### src/rtl/vpx_cmd_rx.sv
// vpx_cmd_rx: receive-side deframer for the VPX command lane.
// Collects a 16-symbol DVLD burst (2 bits/symbol, MSB first) into a 32-bit
// word {sync, addr, data, csum}, checks it, and hands good commands to a
// one-deep output register. Saturating statistics counters track outcomes.
//
// Output handshake: a command transfers on any edge where OUT_VLD & OUT_RDY.
// OUT_VLD is a pure register output (no combinational path from OUT_RDY);
// OUT_ADDR/OUT_DATA hold steady while OUT_VLD=1 and OUT_RDY=0.
module vpx_cmd_rx #(
  parameter logic [7:0]  SYNC_BYTE = 8'hA5,
  parameter int unsigned CNT_W     = 16
) (
  input  logic             CLK,
  input  logic             RST,
  input  logic             EN,
  input  logic             CMD_DVLD,
  input  logic [1:0]       CMD_DATA,
  output logic             OUT_VLD,
  input  logic             OUT_RDY,
  output logic [7:0]       OUT_ADDR,
  output logic [7:0]       OUT_DATA,
  input  logic             CNT_CLR,
  output logic [CNT_W-1:0] FRM_OK_CNT,
  output logic [CNT_W-1:0] ERR_LEN_CNT,
  output logic [CNT_W-1:0] ERR_SYNC_CNT,
  output logic [CNT_W-1:0] ERR_CSUM_CNT,
  output logic [CNT_W-1:0] OVF_CNT,
  output logic [1:0]       STATE_DBG
);

  typedef enum logic [1:0] {
    S_IDLE  = 2'd0,
    S_RECV  = 2'd1,
    S_CHECK = 2'd2,
    S_DROP  = 2'd3
  } state_e;

  state_e      state_q;
  logic [31:0] shift_q;
  logic [3:0]  cnt_q;
  logic        out_vld_q;
  logic [7:0]  out_addr_q;
  logic [7:0]  out_data_q;

  logic [CNT_W-1:0] ok_cnt_q, len_cnt_q, sync_cnt_q, csum_cnt_q, ovf_cnt_q;

  logic [31:0] shift_d;
  logic [7:0]  csum_exp;
  logic        sync_ok, csum_ok, in_check, frame_good, can_load;
  logic        inc_ok, inc_len, inc_sync, inc_csum, inc_ovf;

  // Next shift value: new symbol enters at the bottom so symbol 0 ends at [31:30].
  assign shift_d  = {shift_q[29:0], CMD_DATA};
  assign csum_exp = ~(shift_q[23:16] + shift_q[15:8]);
  assign sync_ok  = (shift_q[31:24] == SYNC_BYTE);
  assign csum_ok  = (shift_q[7:0] == csum_exp);

  // The CHECK cycle only evaluates when the frame ended cleanly (DVLD low).
  assign in_check   = EN && (state_q == S_CHECK) && !CMD_DVLD;
  assign frame_good = in_check && sync_ok && csum_ok;
  assign can_load   = !out_vld_q || OUT_RDY;

  assign inc_ok   = frame_good;
  assign inc_ovf  = frame_good && !can_load;
  assign inc_sync = in_check && !sync_ok;
  assign inc_csum = in_check && sync_ok && !csum_ok;
  assign inc_len  = EN && (((state_q == S_RECV) && !CMD_DVLD) ||
                           ((state_q == S_CHECK) && CMD_DVLD));

  function automatic logic [CNT_W-1:0] sat_inc(input logic [CNT_W-1:0] v);
    return (&v) ? v : v + 1'b1;
  endfunction

  // Deframer FSM plus the one-deep output register.
  always_ff @(posedge CLK or posedge RST) begin
    if (RST) begin
      state_q    <= S_IDLE;
      shift_q    <= '0;
      cnt_q      <= '0;
      out_vld_q  <= 1'b0;
      out_addr_q <= '0;
      out_data_q <= '0;
    end else begin
      if (!EN) begin
        state_q <= S_IDLE;
        cnt_q   <= '0;
      end else begin
        case (state_q)
          S_IDLE: begin
            if (CMD_DVLD) begin
              shift_q <= shift_d;
              cnt_q   <= 4'd1;
              state_q <= S_RECV;
            end
          end
          S_RECV: begin
            if (CMD_DVLD) begin
              shift_q <= shift_d;
              if (cnt_q == 4'd15) begin
                cnt_q   <= '0;
                state_q <= S_CHECK;
              end else begin
                cnt_q <= cnt_q + 4'd1;
              end
            end else begin
              cnt_q   <= '0;
              state_q <= S_IDLE;
            end
          end
          S_CHECK: begin
            state_q <= CMD_DVLD ? S_DROP : S_IDLE;
          end
          S_DROP: begin
            if (!CMD_DVLD) state_q <= S_IDLE;
          end
          default: state_q <= S_IDLE;
        endcase
      end

      if (frame_good && can_load) begin
        out_vld_q  <= 1'b1;
        out_addr_q <= shift_q[23:16];
        out_data_q <= shift_q[15:8];
      end else if (out_vld_q && OUT_RDY) begin
        out_vld_q <= 1'b0;
      end
    end
  end

  // Saturating statistics counters; clear wins over a same-cycle increment.
  always_ff @(posedge CLK or posedge RST) begin
    if (RST) begin
      ok_cnt_q   <= '0;
      len_cnt_q  <= '0;
      sync_cnt_q <= '0;
      csum_cnt_q <= '0;
      ovf_cnt_q  <= '0;
    end else if (CNT_CLR) begin
      ok_cnt_q   <= '0;
      len_cnt_q  <= '0;
      sync_cnt_q <= '0;
      csum_cnt_q <= '0;
      ovf_cnt_q  <= '0;
    end else begin
      if (inc_ok)   ok_cnt_q   <= sat_inc(ok_cnt_q);
      if (inc_len)  len_cnt_q  <= sat_inc(len_cnt_q);
      if (inc_sync) sync_cnt_q <= sat_inc(sync_cnt_q);
      if (inc_csum) csum_cnt_q <= sat_inc(csum_cnt_q);
      if (inc_ovf)  ovf_cnt_q  <= sat_inc(ovf_cnt_q);
    end
  end

  assign OUT_VLD      = out_vld_q;
  assign OUT_ADDR     = out_addr_q;
  assign OUT_DATA     = out_data_q;
  assign FRM_OK_CNT   = ok_cnt_q;
  assign ERR_LEN_CNT  = len_cnt_q;
  assign ERR_SYNC_CNT = sync_cnt_q;
  assign ERR_CSUM_CNT = csum_cnt_q;
  assign OVF_CNT      = ovf_cnt_q;
  assign STATE_DBG    = state_q;

endmodule

### config.mk
export PLATFORM = sky130hd
export DESIGN_NAME = vpx_cmd_rx
export DESIGN_NICKNAME = d
export VERILOG_FILES = /design/src/rtl/vpx_cmd_rx.sv
export SDC_FILE = /design/constraint.sdc
export NUM_CORES = 1
export LEC_CHECK = 0
export CAP_MARGIN = 40
export CORE_AREA = 3 3 175 109
export DETAILED_ROUTE_END_ITERATION = 10
export DIE_AREA = 0 0 178 112
export PLACE_DENSITY = 0.65
export SYNTH_ARGS = -nofsm -noshare
export SYNTH_HDL_FRONTEND = slang
export SYNTH_SLANG_ARGS = --single-unit
export TNS_END_PERCENT = 50
### constraint.sdc
create_clock -name CLK -period 8.8 [get_ports CLK]
set_input_delay 0.88 -clock CLK [delete_from_list [all_inputs] [get_ports CLK]]
set_output_delay 0.88 -clock CLK [all_outputs]
set_load 0.005 [all_outputs]
==> results.yml <==
setup_path:
  reg2reg_slack_ps: 5180
  critPathArrivalTime_ps: 4120
  r2r-start: "shift_q[16]"
  cp-end-kind: "flip-flop"
  crit_fanout: 25
  critPathKind: "in2reg"
  r2r-end: "FRM_OK_CNT[11]"
  cp.required_ps: 9110
  reg2reg_depth: 10
  start_kind: "input pin"
sta:
  fmax_mhz: 263
  max_slew.worst_pin.slew_ps: 860
  setup_viol: 0
  relSlewSlack_pct: 42.5
  hold_viol: 0
  rsz0062_at_grt: "false"
  post-route-period-util_pct: 43.3
  finClkSkew_ps: 7.50
  finalCriticalPeriod_ps: 3810
  fin_setup_tns_ps: 0
  maxSlewViolCount: 0
detailed_routing:
  drc: 0
  highest_layer: "met4"
  ant_nets: 0
  drtIter0Drc: 565
  avgRoutedWirePerCell_um: 15.6
  vias_per_cell: 5.19
  wirelength_um: 16900
  wl_met1_um: 9050
  dr_wl_met2_um: 6350
  wl_met3_um: 1300
  vias: 5595
  drtPass1Iterations: 5
power_and_ir_drop:
  switching_share_pct: 26.4
  leakagePower_nw: 3.88
  cellInternalPower_mw: 1.17
  p_per_area_nw_per_um2: 179
  pwr-share-comb_pct: 10.1
  power_switching_mw: 0.418
  peakVddDrop_v: 0.000112
  seq_power_share_pct: 43.0
  clkPwrFrac_pct: 46.8
floorplan:
  ioPinCount: 107
  fp.coreArea_um2: 17700
  start_util_pct: 39.2
  core.rowCount: 38
  dieArea_um2: 19900
  die_w_um: 178
  die_y_um: 112
clock_network:
  cts_htree_levels: 4
  cts.clk_slew.worst_paths_ps: 60
  worstSkewPairLatency_ps: 420
  cts_resized: 0
  cts_made_buffers: 17
  cts.sinks: 135
  cts_hold_buf: 0
  post_cts_buffers: 0
  cts_tree: "done"
  cts_root_buffer: "clkbuf_16"
  cts_buffer_depth: 2
hold_path:
  min_to: "shift_q[31]"
  hold_depth: 2
  min_from: "shift_q[31]"
  hp-class: "reg2reg"
final_layout:
  diodes: 0
  final_util_pct: 50.0
  fillers: 1604
  drive_gt1_share_pct: 9.30
  final_cell_mix: "135 x dfrtp_1, 123 x nand2_1, 105 x clkdlybuf4s50_1, 75 x nor2_1, 34 x nand3_1"
  final_common_cell: "dfrtp_1"
  nNetsFinal: 848
  area.growth.synth_to_final_pct: 27.6
yosys:
  synthTopCellsByArea: "dfrtp_1 49%, nand2_1 6.6%, nor2_1 4.1%, mux2_2 3.9%, xor2_1 3.2%"
  netlist_area_um2: 6950
  ys.flop_type: "dfrtp_1"
  synth_top_cell_by_area: "dfrtp_1"
  syn_inst: 725
  synth_nets: 747
  avgSynthCellArea_um2: 9.59
  synth_async_sr_flop_share_pct: 100
  synthDistinctLibCells: 54
  synth_top_area_share_pct: 48.6
  synth-seq-cells: 135
  yosysSeqAreaShare_pct: 48.6
  synth-edff-count: 0
  yosysWarnings: 0
place:
  io_buffers: 106
  hpwl_um: 11600
  gp_congestion: 0.815
grt:
  track_usage_pct: 17.6
  first_global_vias: 5285
  grt_pass1_wl_um: 28300
  grt_overflow_total: 0
  antenna_found_initial: 0
  grt_max_degree: 85
run:
  drv_cap: 0
run_status:
  status: "complete, no violations"
## cell type report
| type | instances | area, um2 | share of cell area (%) |
|---|---|---|---|
| clock buffer | 19 | 443 | 4.99 |
| clock inverter | 13 | 170 | 1.92 |
| inverter | 12 | 50.0 | 0.564 |
| multi-input combinational | 546 | 3380 | 38.1 |
| sequential | 135 | 3380 | 38.1 |
| tap | 240 | 300 | 3.39 |
| timing repair buffer | 114 | 1150 | 12.9 |
## stage by stage
stage	worst slack, ps	power [mW]	cells	cell area [um2]	hold WS (ps)
5_1_grt	4700	1.66	1079	8870	502
3_5_place_dp	4520	0.854	1047	8260	460
6_report	4990	1.59	1079	8870	478
3_3_place_gp	4560	0.850	1044	8200	455
2_1_floorplan	4310	0.806	725	6950	438
4_1_cts	4970	1.60	1079	8870	475
## metal layers
layer / track usage [%] / vias to the layer above
met5: 0 / -
met4: 5.28 / 0
met3: 5.39 / 14
met2: 21.7 / 173
met1: 28.5 / 2657
li1: - / 2751
## worst max-delay path, cell delays in order
cell	delay (ps)
clkdlybuf4s50_1	500
nor4bb_1	620
nand3_1	400
nor4_1	320
nand4_2	540
nor4_1	470
mux2_2	380
## logic make-up after synthesis
kind of cell,after synthesis,share of synthesized area [%]
AO/OA/AOI/OAI,79,7.31
XOR/XNOR,44,5.54
adder cells (fa/ha/maj),14,2.63
buffers and inverters,44,2.79
flip-flops,135,48.6
multiplexers,42,6.71
AND/OR/NAND/NOR,367,26.4
## power groups by stage
| stage | Combinational, mW | Sequential, mW | Clock [mW] |
|---|---|---|---|
| final | 0.161 | 0.682 | 0.743 |
| after global routing | 0.183 | 0.687 | 0.786 |
| after CTS | 0.163 | 0.682 | 0.759 |
| after detailed placement | 0.161 | 0.693 | 0 |
| after global placement | 0.157 | 0.693 | 0 |
| after floorplan | 0.126 | 0.680 | 0 |
## synth_stat cells (all sizes together) (14+ instances only)
cell,instances
nor2,76
nand3,34
xnor2,19
clkbuf,23
a21oi,29
mux2,37
xor2,25
and3,14
o21ai,20
nand4,24
dfrtp,135
nor2b,24
nand2,123
## how the worst max path moves through the flow
stage,slack (ps),cells after the start,end,start
global route,4700,7,FRM_OK_CNT[9],EN
finish,4990,7,FRM_OK_CNT[11],CMD_DVLD
CTS,4970,7,FRM_OK_CNT[9],EN
floorplan,4310,1,ERR_CSUM_CNT[0],RST
detailed placement,4520,7,FRM_OK_CNT[9],EN
global placement,4560,7,FRM_OK_CNT[13],CMD_DVLD
## state kept, by name, indices dropped and copies added (netlist names)
register / cells
ERR_SYNC_CNT: 16
OUT_DATA: 8
STATE_DBG: 2
ERR_LEN_CNT: 16
cnt_q: 4
shift_q: 32
FRM_OK_CNT: 16
OUT_VLD: 1
ERR_CSUM_CNT: 16
OUT_ADDR: 8
OVF_CNT: 16
(Power assumes the default switching activity.)
